### src/rtl/decode_queue.sv
// In-order instruction queue between fetch and ID. Each entry is decoded once on enqueue.
// A branch is held back from ID until its delay-slot instruction is queued behind it.
module decode_queue #(
    parameter int DEPTH = 4,
    parameter int PC_W  = 32
) (
    input  logic                     clk,
    input  logic                     rst,
    input  logic                     flush,
    input  logic                     in_valid,
    output logic                     in_ready,
    input  logic [PC_W-1:0]          in_pc,
    input  logic [31:0]              in_instr,
    output logic                     out_valid,
    input  logic                     out_ready,
    output logic [PC_W-1:0]          out_pc,
    output logic [31:0]              out_instr,
    output logic [8:0]               out_ctrl,
    output logic [$clog2(DEPTH):0]   count
);

    localparam int AW = $clog2(DEPTH);
    localparam int CW = AW + 1;

    // Handshake: a transfer happens on an edge where valid & ready & ~flush are all
    // high. Neither side may make its valid depend on the other side's ready.

    // Control bundle: [0] MemRead [1] MemWrite [2] RegWrite [3] isBranch
    //                 [4] Jump    [5] HiLoWrite [8:6] MemReadType
    function automatic logic [8:0] decode(input logic [31:0] instr);
        logic [5:0] op;
        logic [4:0] rt;
        logic [5:0] fn;
        logic       mem_read;
        logic       mem_write;
        logic       reg_write;
        logic       is_branch;
        logic       jump;
        logic       hilo_write;
        logic [2:0] mem_type;
        op         = instr[31:26];
        rt         = instr[20:16];
        fn         = instr[5:0];
        mem_read   = 1'b0;
        mem_write  = 1'b0;
        reg_write  = 1'b1;
        is_branch  = 1'b0;
        jump       = 1'b0;
        hilo_write = 1'b0;
        mem_type   = 3'b111;
        case (op)
            6'b100000: begin mem_read = 1'b1;  mem_type = 3'b100; end
            6'b100001: begin mem_read = 1'b1;  mem_type = 3'b101; end
            6'b100011: begin mem_read = 1'b1;  mem_type = 3'b010; end
            6'b100100: begin mem_read = 1'b1;  mem_type = 3'b000; end
            6'b100101: begin mem_read = 1'b1;  mem_type = 3'b001; end
            6'b101000: begin mem_write = 1'b1; reg_write = 1'b0; mem_type = 3'b000; end
            6'b101001: begin mem_write = 1'b1; reg_write = 1'b0; mem_type = 3'b001; end
            6'b101011: begin mem_write = 1'b1; reg_write = 1'b0; mem_type = 3'b010; end
            6'b101111: reg_write = 1'b0;
            6'b000100, 6'b000101, 6'b000110, 6'b000111: begin
                is_branch = 1'b1;
                reg_write = 1'b0;
            end
            // Only the linking REGIMM forms (rt[4]=1) write the link register.
            6'b000001: begin
                is_branch = 1'b1;
                reg_write = rt[4];
            end
            6'b000010: begin is_branch = 1'b1; jump = 1'b1; reg_write = 1'b0; end
            6'b000011: begin is_branch = 1'b1; jump = 1'b1; end
            6'b010000: reg_write = (instr[25:21] == 5'b00000);
            6'b000000: begin
                case (fn)
                    6'b001000: begin is_branch = 1'b1; jump = 1'b1; reg_write = 1'b0; end
                    6'b001001: begin is_branch = 1'b1; jump = 1'b1; end
                    6'b001100, 6'b001101: reg_write = 1'b0;
                    6'b011000, 6'b011001, 6'b011010, 6'b011011: hilo_write = 1'b1;
                    default: ;
                endcase
            end
            default: ;
        endcase
        return {mem_type, hilo_write, jump, is_branch, reg_write, mem_write, mem_read};
    endfunction

    logic [PC_W-1:0] pc_mem_q    [DEPTH];
    logic [31:0]     instr_mem_q [DEPTH];
    logic [8:0]      ctrl_mem_q  [DEPTH];

    logic [AW-1:0] rd_ptr_q, rd_ptr_d;
    logic [AW-1:0] wr_ptr_q, wr_ptr_d;
    logic [CW-1:0] count_q, count_d;
    logic          ds_pending_q, ds_pending_d;

    logic push;
    logic pop;
    logic head_branch;
    logic head_valid;

    assign in_ready    = (count_q < CW'(DEPTH));
    assign head_branch = ctrl_mem_q[rd_ptr_q][3];
    // A branch head needs its delay slot behind it, unless it is itself a delay slot.
    assign head_valid  = (count_q != '0) &&
                         (ds_pending_q || !head_branch || (count_q >= CW'(2)));

    assign push = in_valid & in_ready & ~flush;
    assign pop  = head_valid & out_ready & ~flush;

    assign out_valid = head_valid;
    assign out_pc    = head_valid ? pc_mem_q[rd_ptr_q]    : '0;
    assign out_instr = head_valid ? instr_mem_q[rd_ptr_q] : '0;
    assign out_ctrl  = head_valid ? ctrl_mem_q[rd_ptr_q]  : '0;
    assign count     = count_q;

    always_comb begin
        rd_ptr_d     = rd_ptr_q;
        wr_ptr_d     = wr_ptr_q;
        count_d      = count_q;
        ds_pending_d = ds_pending_q;
        if (flush) begin
            rd_ptr_d     = '0;
            wr_ptr_d     = '0;
            count_d      = '0;
            ds_pending_d = 1'b0;
        end else begin
            if (push) wr_ptr_d = wr_ptr_q + AW'(1);
            if (pop) begin
                rd_ptr_d     = rd_ptr_q + AW'(1);
                ds_pending_d = ~ds_pending_q & head_branch;
            end
            case ({push, pop})
                2'b10:   count_d = count_q + CW'(1);
                2'b01:   count_d = count_q - CW'(1);
                default: count_d = count_q;
            endcase
        end
    end

    always_ff @(posedge clk) begin
        if (rst) begin
            rd_ptr_q     <= '0;
            wr_ptr_q     <= '0;
            count_q      <= '0;
            ds_pending_q <= 1'b0;
        end else begin
            rd_ptr_q     <= rd_ptr_d;
            wr_ptr_q     <= wr_ptr_d;
            count_q      <= count_d;
            ds_pending_q <= ds_pending_d;
        end
    end

    // Entry storage carries no reset; only slots inside [rd_ptr, rd_ptr+count) are ever read out.
    always_ff @(posedge clk) begin
        if (!rst && push) begin
            pc_mem_q[wr_ptr_q]    <= in_pc;
            instr_mem_q[wr_ptr_q] <= in_instr;
            ctrl_mem_q[wr_ptr_q]  <= decode(in_instr);
        end
    end

endmodule
### config.mk
export PLATFORM = sky130hd
export DESIGN_NAME = decode_queue
export DESIGN_NICKNAME = d
export VERILOG_FILES = /design/src/rtl/decode_queue.sv
export SDC_FILE = /design/constraint.sdc
export NUM_CORES = 1
export LEC_CHECK = 0
export ABC_CLOCK_PERIOD_IN_PS = 5400
export CAP_MARGIN = 5
export CORE_MARGIN = 2
export CORE_UTILIZATION = 39
export CTS_BUF_LIST = sky130_fd_sc_hd__clkbuf_4 sky130_fd_sc_hd__clkbuf_8
export DETAILED_ROUTE_END_ITERATION = 10
export GPL_ROUTABILITY_DRIVEN = 0
export GPL_TIMING_DRIVEN = 0
export MAX_ROUTING_LAYER = met4
export SLEW_MARGIN = 20
export SYNTH_ARGS = -nofsm -noshare
export SYNTH_HDL_FRONTEND = slang
export SYNTH_SLANG_ARGS = --single-unit
### constraint.sdc
create_clock -name clk -period 5.4 [get_ports clk]
set_clock_uncertainty 0.2 [all_clocks]
set_input_delay 1.62 -clock clk [delete_from_list [all_inputs] [get_ports clk]]
set_output_delay 1.62 -clock clk [all_outputs]
set_load 0.03 [all_outputs]
* Yosys cells after proc, flatten, opt, wreduce, memory -nomap -nowiden
Memory sizes are Yosys's and may differ from the RTL's. A register that Yosys moved wholly into a read port is not among the register bits.
Index checks and enable logic that the tools add are counted.
** Cells by class
- Add/sub/neg operators :: 4
- Order comparisons :: 2
- Eq/ne operators :: 27
- Mux-type cells :: 29
- Bitwise operators :: 7
- Reduce and logical (&&, ||, !) cells :: 22
** Operators with widths (count)
- $mux W32 :: 2
- $eq A6 B6 Y1 const B :: 9
- $eq A6 B5 Y1 const B :: 5
- $eq A6 B3 Y1 const B :: 4
- $eq A6 B4 Y1 const B :: 4
- $pmux W3 S5 :: 1
- $mux W1 :: 14
- $eq A6 B2 Y1 const B :: 2
- $mux W2 :: 6
- $reduce_or A2 Y1 :: 6
- $mux W9 :: 1
- $reduce_or A9 Y1 :: 1
- $reduce_or A7 Y1 :: 1
- $eq A6 B1 Y1 const B :: 1
- $logic_not A6 Y1 :: 1
- $pmux W3 S2 :: 1
- $reduce_or A3 Y1 :: 2
- $and A1 B1 Y1 :: 5
- $logic_not A5 Y1 :: 1
- $reduce_or A5 Y1 :: 1
- $add A2 B1 Y2 const B :: 2
- $pmux W1 S2 :: 2
- $pmux W1 S4 :: 1
- $reduce_or A4 Y1 :: 1
- other kinds (13) :: 17
** Word-level totals
- Bits in registers :: 8
- RAM bits :: 292
- Input bits :: 69
- Memories kept :: 3
** Memories
- instr_mem_q :: depth 4, bits a word 32, read ports 1, clocked after Yosys merged registers in 1, write ports 1, RTL line 88 : logic [31:0] instr_mem_q [DEPTH];
- pc_mem_q :: depth 4, bits a word 32, read ports 1, clocked after Yosys merged registers in 1, write ports 1, RTL line 87 : logic [PC_W-1:0] pc_mem_q [DEPTH];
- ctrl_mem_q :: depth 4, bits a word 9, read ports 1, clocked after Yosys merged registers in 1, write ports 1, RTL line 89 : logic [8:0] ctrl_mem_q [DEPTH];

* Logic depth before layout (Yosys ltp)
- Depth after elaboration :: 8
- Depth in mapped cells :: 11
- Gate-level depth less buffers :: 10

* Least setup slack after synthesis
OpenSTA, ideal clock, no wires.
- Path type :: input port to flip-flop
- From :: input port flush
- To :: memory ctrl_mem_q[0][0] (enable)
- Library setup time :: 0.439 ns
- Arrival :: 3.739 ns
- Required time :: 4.761 ns
- Slack :: 1.021 ns
- Stages :: 4
- Path buffers :: 0
- Path through :: nor2_1 -> nand2_1 -> nor2_1 -> and2_1
** Between the ends
- Word-level cells in the longest chain between the ends :: 5
** Ends and longest elaborated chain
- start: declaration :: RTL line 9 : input logic flush,
- $not A1 Y1 :: RTL line 107 : assign push = in_valid & in_ready & ~flush;
- $and A1 B1 Y1 :: RTL line 107
- $logic_and A1 B1 Y1 :: RTL line 156 : if (!rst && push) begin
- $mux W1 :: RTL line 156
- $mux W1 (not written as such) :: RTL line 159 : ctrl_mem_q[wr_ptr_q] <= decode(in_instr);
- end: declaration :: RTL line 89
Every way passes these cells.

==> impl_metrics.toml <==
[status]
run_status = "completed"

[grt]
grt_util_met1_pct = 19.15
grt_antenna_before_repair = 1
first_global_vias = 6533
grt_first_pass_wirelength_um = 36490
grt_use_met2_pct = 26.59
grt.total_usage_pct = 15.78
largest_net_degree_at_the_start_of_global_routing = 39
grt_remaining_overflow = 0
globalRoute.busiestLayer = "met2"
global_route.usage.met3_pct = 3.456

[die]
dieWidth_um = 179.2
floorplan.die_area_um2 = 32110
die_height_um = 179.2
floorplan.io_pins = 147
floorplan.initialDensity_pct = 39.33
core_box_area_um2 = 30430
row_count = 64

[placed_design]
place_worst_setup_slack_ns = 0.8118
placed_area_um2 = 14050
port_buffers = 146
detailed_place_hpwl_um = 15020

[routing]
routed_wire_length_per_instance_um = 20.26
finalWirelength_um = 24410
first_pass_iters = 4
viasPerCell = 5.012
detailedRoute.firstIterationViolations = 465
via_count = 6040
detail-route-antenna-nets = 0
drc = 0

[sta]
final_min_period_over_clock_period_pct = 94.75
postLayoutSetupSlackWorst_ns = 0.2835
timing_limited_maximum_frequency_ghz = 0.1954
finalMaxSlewViolations = 0
finalWorstPathRequiredPeriod_ns = 5.116
setup_viol = 0
max_slew.worst_pin.slew_ns = 0.9976
grt_setup_unrepaired = "false"
timing.slew.headroom_pct = 31.77
report.final.hold_viol_count = 0

[worst_setup_path]
slowest_delay_ns = 0.74
reg2reg_slack_ns = 2.28
crit_type = "reg -> out"
critPathCaptureType = "output pin"
timing.critical_path.slowest_stage_cell = "sky130_fd_sc_hd__clkdlybuf4s50_1"
start_kind = "flop"
crit-reg2reg-capture = "count[2]"
reg2reg_depth = 11
worstPathArrival_ns = 3.30
timing.critical_path.cells = "buf_4, mux4_2, a21oi_2, nor2_1, clkbuf_1, nor2b_1, clkdlybuf4s50_1"
worst-endpoint-required_ns = 3.58
critical_path.max_fanout = 10

[pwr]
leakagePower_nw = 4.703
clock_power_share_pct = 40.5
powerDensity_nw_per_um2 = 315.5
p_int_mw = 3.757
switching_power_mw = 0.9774
netSwitchingFraction_pct = 20.64
power.ir.vdd_worst_uv = 171.5
logic_pwr_share_pct = 4.6
share_of_total_power_in_sequential_cells_pct = 54.8

[synth]
syn_inst = 571
post_synth_cell_types = 39
synth_nets = 646
seq_area_frac_synth_pct = 74.93
cell_taking_the_most_area_after_synthesis = "sky130_fd_sc_hd__edfxtp_1"
synthFlopType = "sky130_fd_sc_hd__edfxtp_1"
ys.warnings.count = 0
yosys_register_bits = 302
synth_area_per_cell_um2 = 20.96
netlist_top_cells_area = "sky130_fd_sc_hd__edfxtp_1 (73%), sky130_fd_sc_hd__mux4_2 (14%), sky130_fd_sc_hd__nor2b_2 (4.4%), sky130_fd_sc_hd__dfxtp_1 (1.7%), sky130_fd_sc_hd__nor2b_1 (0.78%)"
ys_async_sr_fraction_pct = 0
netlist_area_um2 = 11970
synth_top_cell_area_share_pct = 73.26
synth_enable_flop_cells = 292

[job]
max_cap_viol_count = 0

[cts]
clock-sinks = 302
tritoncts = "built"
cts_hold_repair.buffers = 0
cts_resized = 0
numCtsBuffers = 50
clock_tree.root_cell = "sky130_fd_sc_hd__clkbuf_8"
worst_skew_pair.late_latency_ns = 0.55
cts-root-to-sink-buffers = 3
clk_pin_slew_worst_paths_ns = 0.06
htreeDepth = 2
cts_setup_buffers = 0

[min_path]
min_delay_worst_endpoint = "ds_pending_q"
worstHoldStart = "ds_pending_q"
worstHoldPathCells = 2
worst_hold_path_type = "reg -> reg"

[layout]
num-nets-final = 848
layout.filler_cells = 2539
drive_gt1_share_pct = 29.21
layout.cell_area.non_filler_um2 = 15000
syn2layout_area_growth_pct = 25.36
[registers in the layout, summed over array words and instances (netlist names), named ones only]
signal / cells
rd_ptr_q: 2
pc_mem_q: 128
ds_pending_q: 1
count: 3
ctrl_mem_q: 36
instr_mem_q: 128
wr_ptr_q: 2
[cells in the mapped netlist (2+ instances only)]
| cell type | instances |
|---|---|
| sky130_fd_sc_hd__a2111oi_0 | 3 |
| sky130_fd_sc_hd__a21oi_1 | 7 |
| sky130_fd_sc_hd__and2_1 | 5 |
| sky130_fd_sc_hd__buf_2 | 7 |
| sky130_fd_sc_hd__buf_6 | 7 |
| sky130_fd_sc_hd__clkbuf_1 | 11 |
| sky130_fd_sc_hd__dfxtp_1 | 10 |
| sky130_fd_sc_hd__edfxtp_1 | 292 |
| sky130_fd_sc_hd__ha_1 | 5 |
| sky130_fd_sc_hd__inv_1 | 12 |
| sky130_fd_sc_hd__mux2i_1 | 3 |
| sky130_fd_sc_hd__mux4_2 | 73 |
| sky130_fd_sc_hd__nand2_1 | 8 |
| sky130_fd_sc_hd__nand2b_1 | 4 |
| sky130_fd_sc_hd__nand3_1 | 2 |
| sky130_fd_sc_hd__nor2_1 | 14 |
| sky130_fd_sc_hd__nor2b_1 | 15 |
| sky130_fd_sc_hd__nor2b_2 | 60 |
| sky130_fd_sc_hd__nor3_1 | 3 |
| sky130_fd_sc_hd__o21ai_0 | 6 |
| sky130_fd_sc_hd__or2_2 | 2 |
| sky130_fd_sc_hd__or3_1 | 3 |
| sky130_fd_sc_hd__or4_1 | 2 |
| sky130_fd_sc_hd__xor2_1 | 2 |
[how the worst max path moves through the flow]
stage,start,end,slack [ns],depth (start not counted)
2_1_floorplan,flush,ctrl_mem_q[0][0],1.02,4
3_3_place_gp,flush,instr_mem_q[2][7],-1.06,5
3_5_place_dp,flop,out_ctrl[6],0.81,7
4_1_cts,flop,out_ctrl[6],0.18,7
5_1_grt,flop,out_ctrl[6],0.1,7
6_report,flop,out_ctrl[6],0.28,7
[power by group through the flow]
stage / combinational (mW) / clock (mW) / sequential, mW
global route: 0.236 / 2.08 / 2.60
CTS: 0.223 / 1.98 / 2.60
finish: 0.219 / 1.92 / 2.60
detailed placement: 0.221 / 0 / 2.64
floorplan: 0.0973 / 0 / 2.65
global placement: 0.211 / 0 / 2.65
[per-stage QoR]
stage	util [%]	instances	hold WS (ns)	total power, mW	TNS [ns]
6_report	49.31	1205	0.2762	4.735	0
5_1_grt	49.31	1205	0.2859	4.911	0
4_1_cts	49.29	1204	0.2785	4.801	0
3_5_place_dp	46.16	1117	0.2709	2.866	0
3_3_place_gp	45.76	1113	0.2507	2.857	-300.82
2_1_floorplan	-	571	0.2319	2.743	0
[routing by layer]
| metal | up-vias | routed length (µm) |
|---|---|---|
| met5 | - | 0 |
| met4 | 0 | 498 |
| met3 | 51 | 1548 |
| met2 | 207 | 12300 |
| met1 | 3083 | 10070 |
| li1 | 2699 | - |
[worst max-delay path: cells and delay by family (launching register included)]
family | cells | cell delay [ns]
simple gates | 2 | 0.42
mux | 1 | 0.59
flops | 1 | 0.31
compound gates | 1 | 0.19
buf+inv | 3 | 1.24
[logic make-up after synthesis]
kind of cell,after synthesis,share of synthesized area (%)
AO/OA/AOI/OAI,23,1.234
XOR/XNOR,3,0.2196
adder cells (fa/ha/maj),6,0.6900
buffers and inverters,39,1.777
flip-flops,302,74.93
multiplexers,76,13.99
AND/OR/NAND/NOR,122,7.161
[cell usage in the layout (no fill, tap or decap), drive strengths merged, types with 2 or more instances in the layout]
cell type	Yosys	layout
mux2i	3	3
nor3	3	3
buf	15	19
xor2	2	2
inv	12	12
nor2	14	14
bufinv	0	2
and2	5	5
nand2	8	8
edfxtp	292	292
mux4	73	73
a2111oi	3	3
or2	2	2
nand3	2	2
dfxtp	10	10
or3	3	3
a21oi	8	8
ha	5	5
or4	2	2
clkbuf	12	76
nor2b	75	75
clkdlybuf4s50	0	146
o21ai	6	6
clkinv	0	20
nand2b	4	4
[area by class of cell]
cell class | count | area [µm²] | area share, %
diodes | 1 | 2.502 | 0.01668
clock buffers | 64 | 799.5 | 5.329
well taps | 396 | 495.5 | 3.302
clock inverters | 23 | 153.9 | 1.026
inverters | 12 | 45.04 | 0.3002
flip-flops and latches | 302 | 8969 | 59.77
multi-input cells | 230 | 2800 | 18.66
repair buffers | 150 | 1572 | 10.47
plain buffers | 27 | 167.7 | 1.117
No activity file was read; power rests on OpenSTA's default activity.
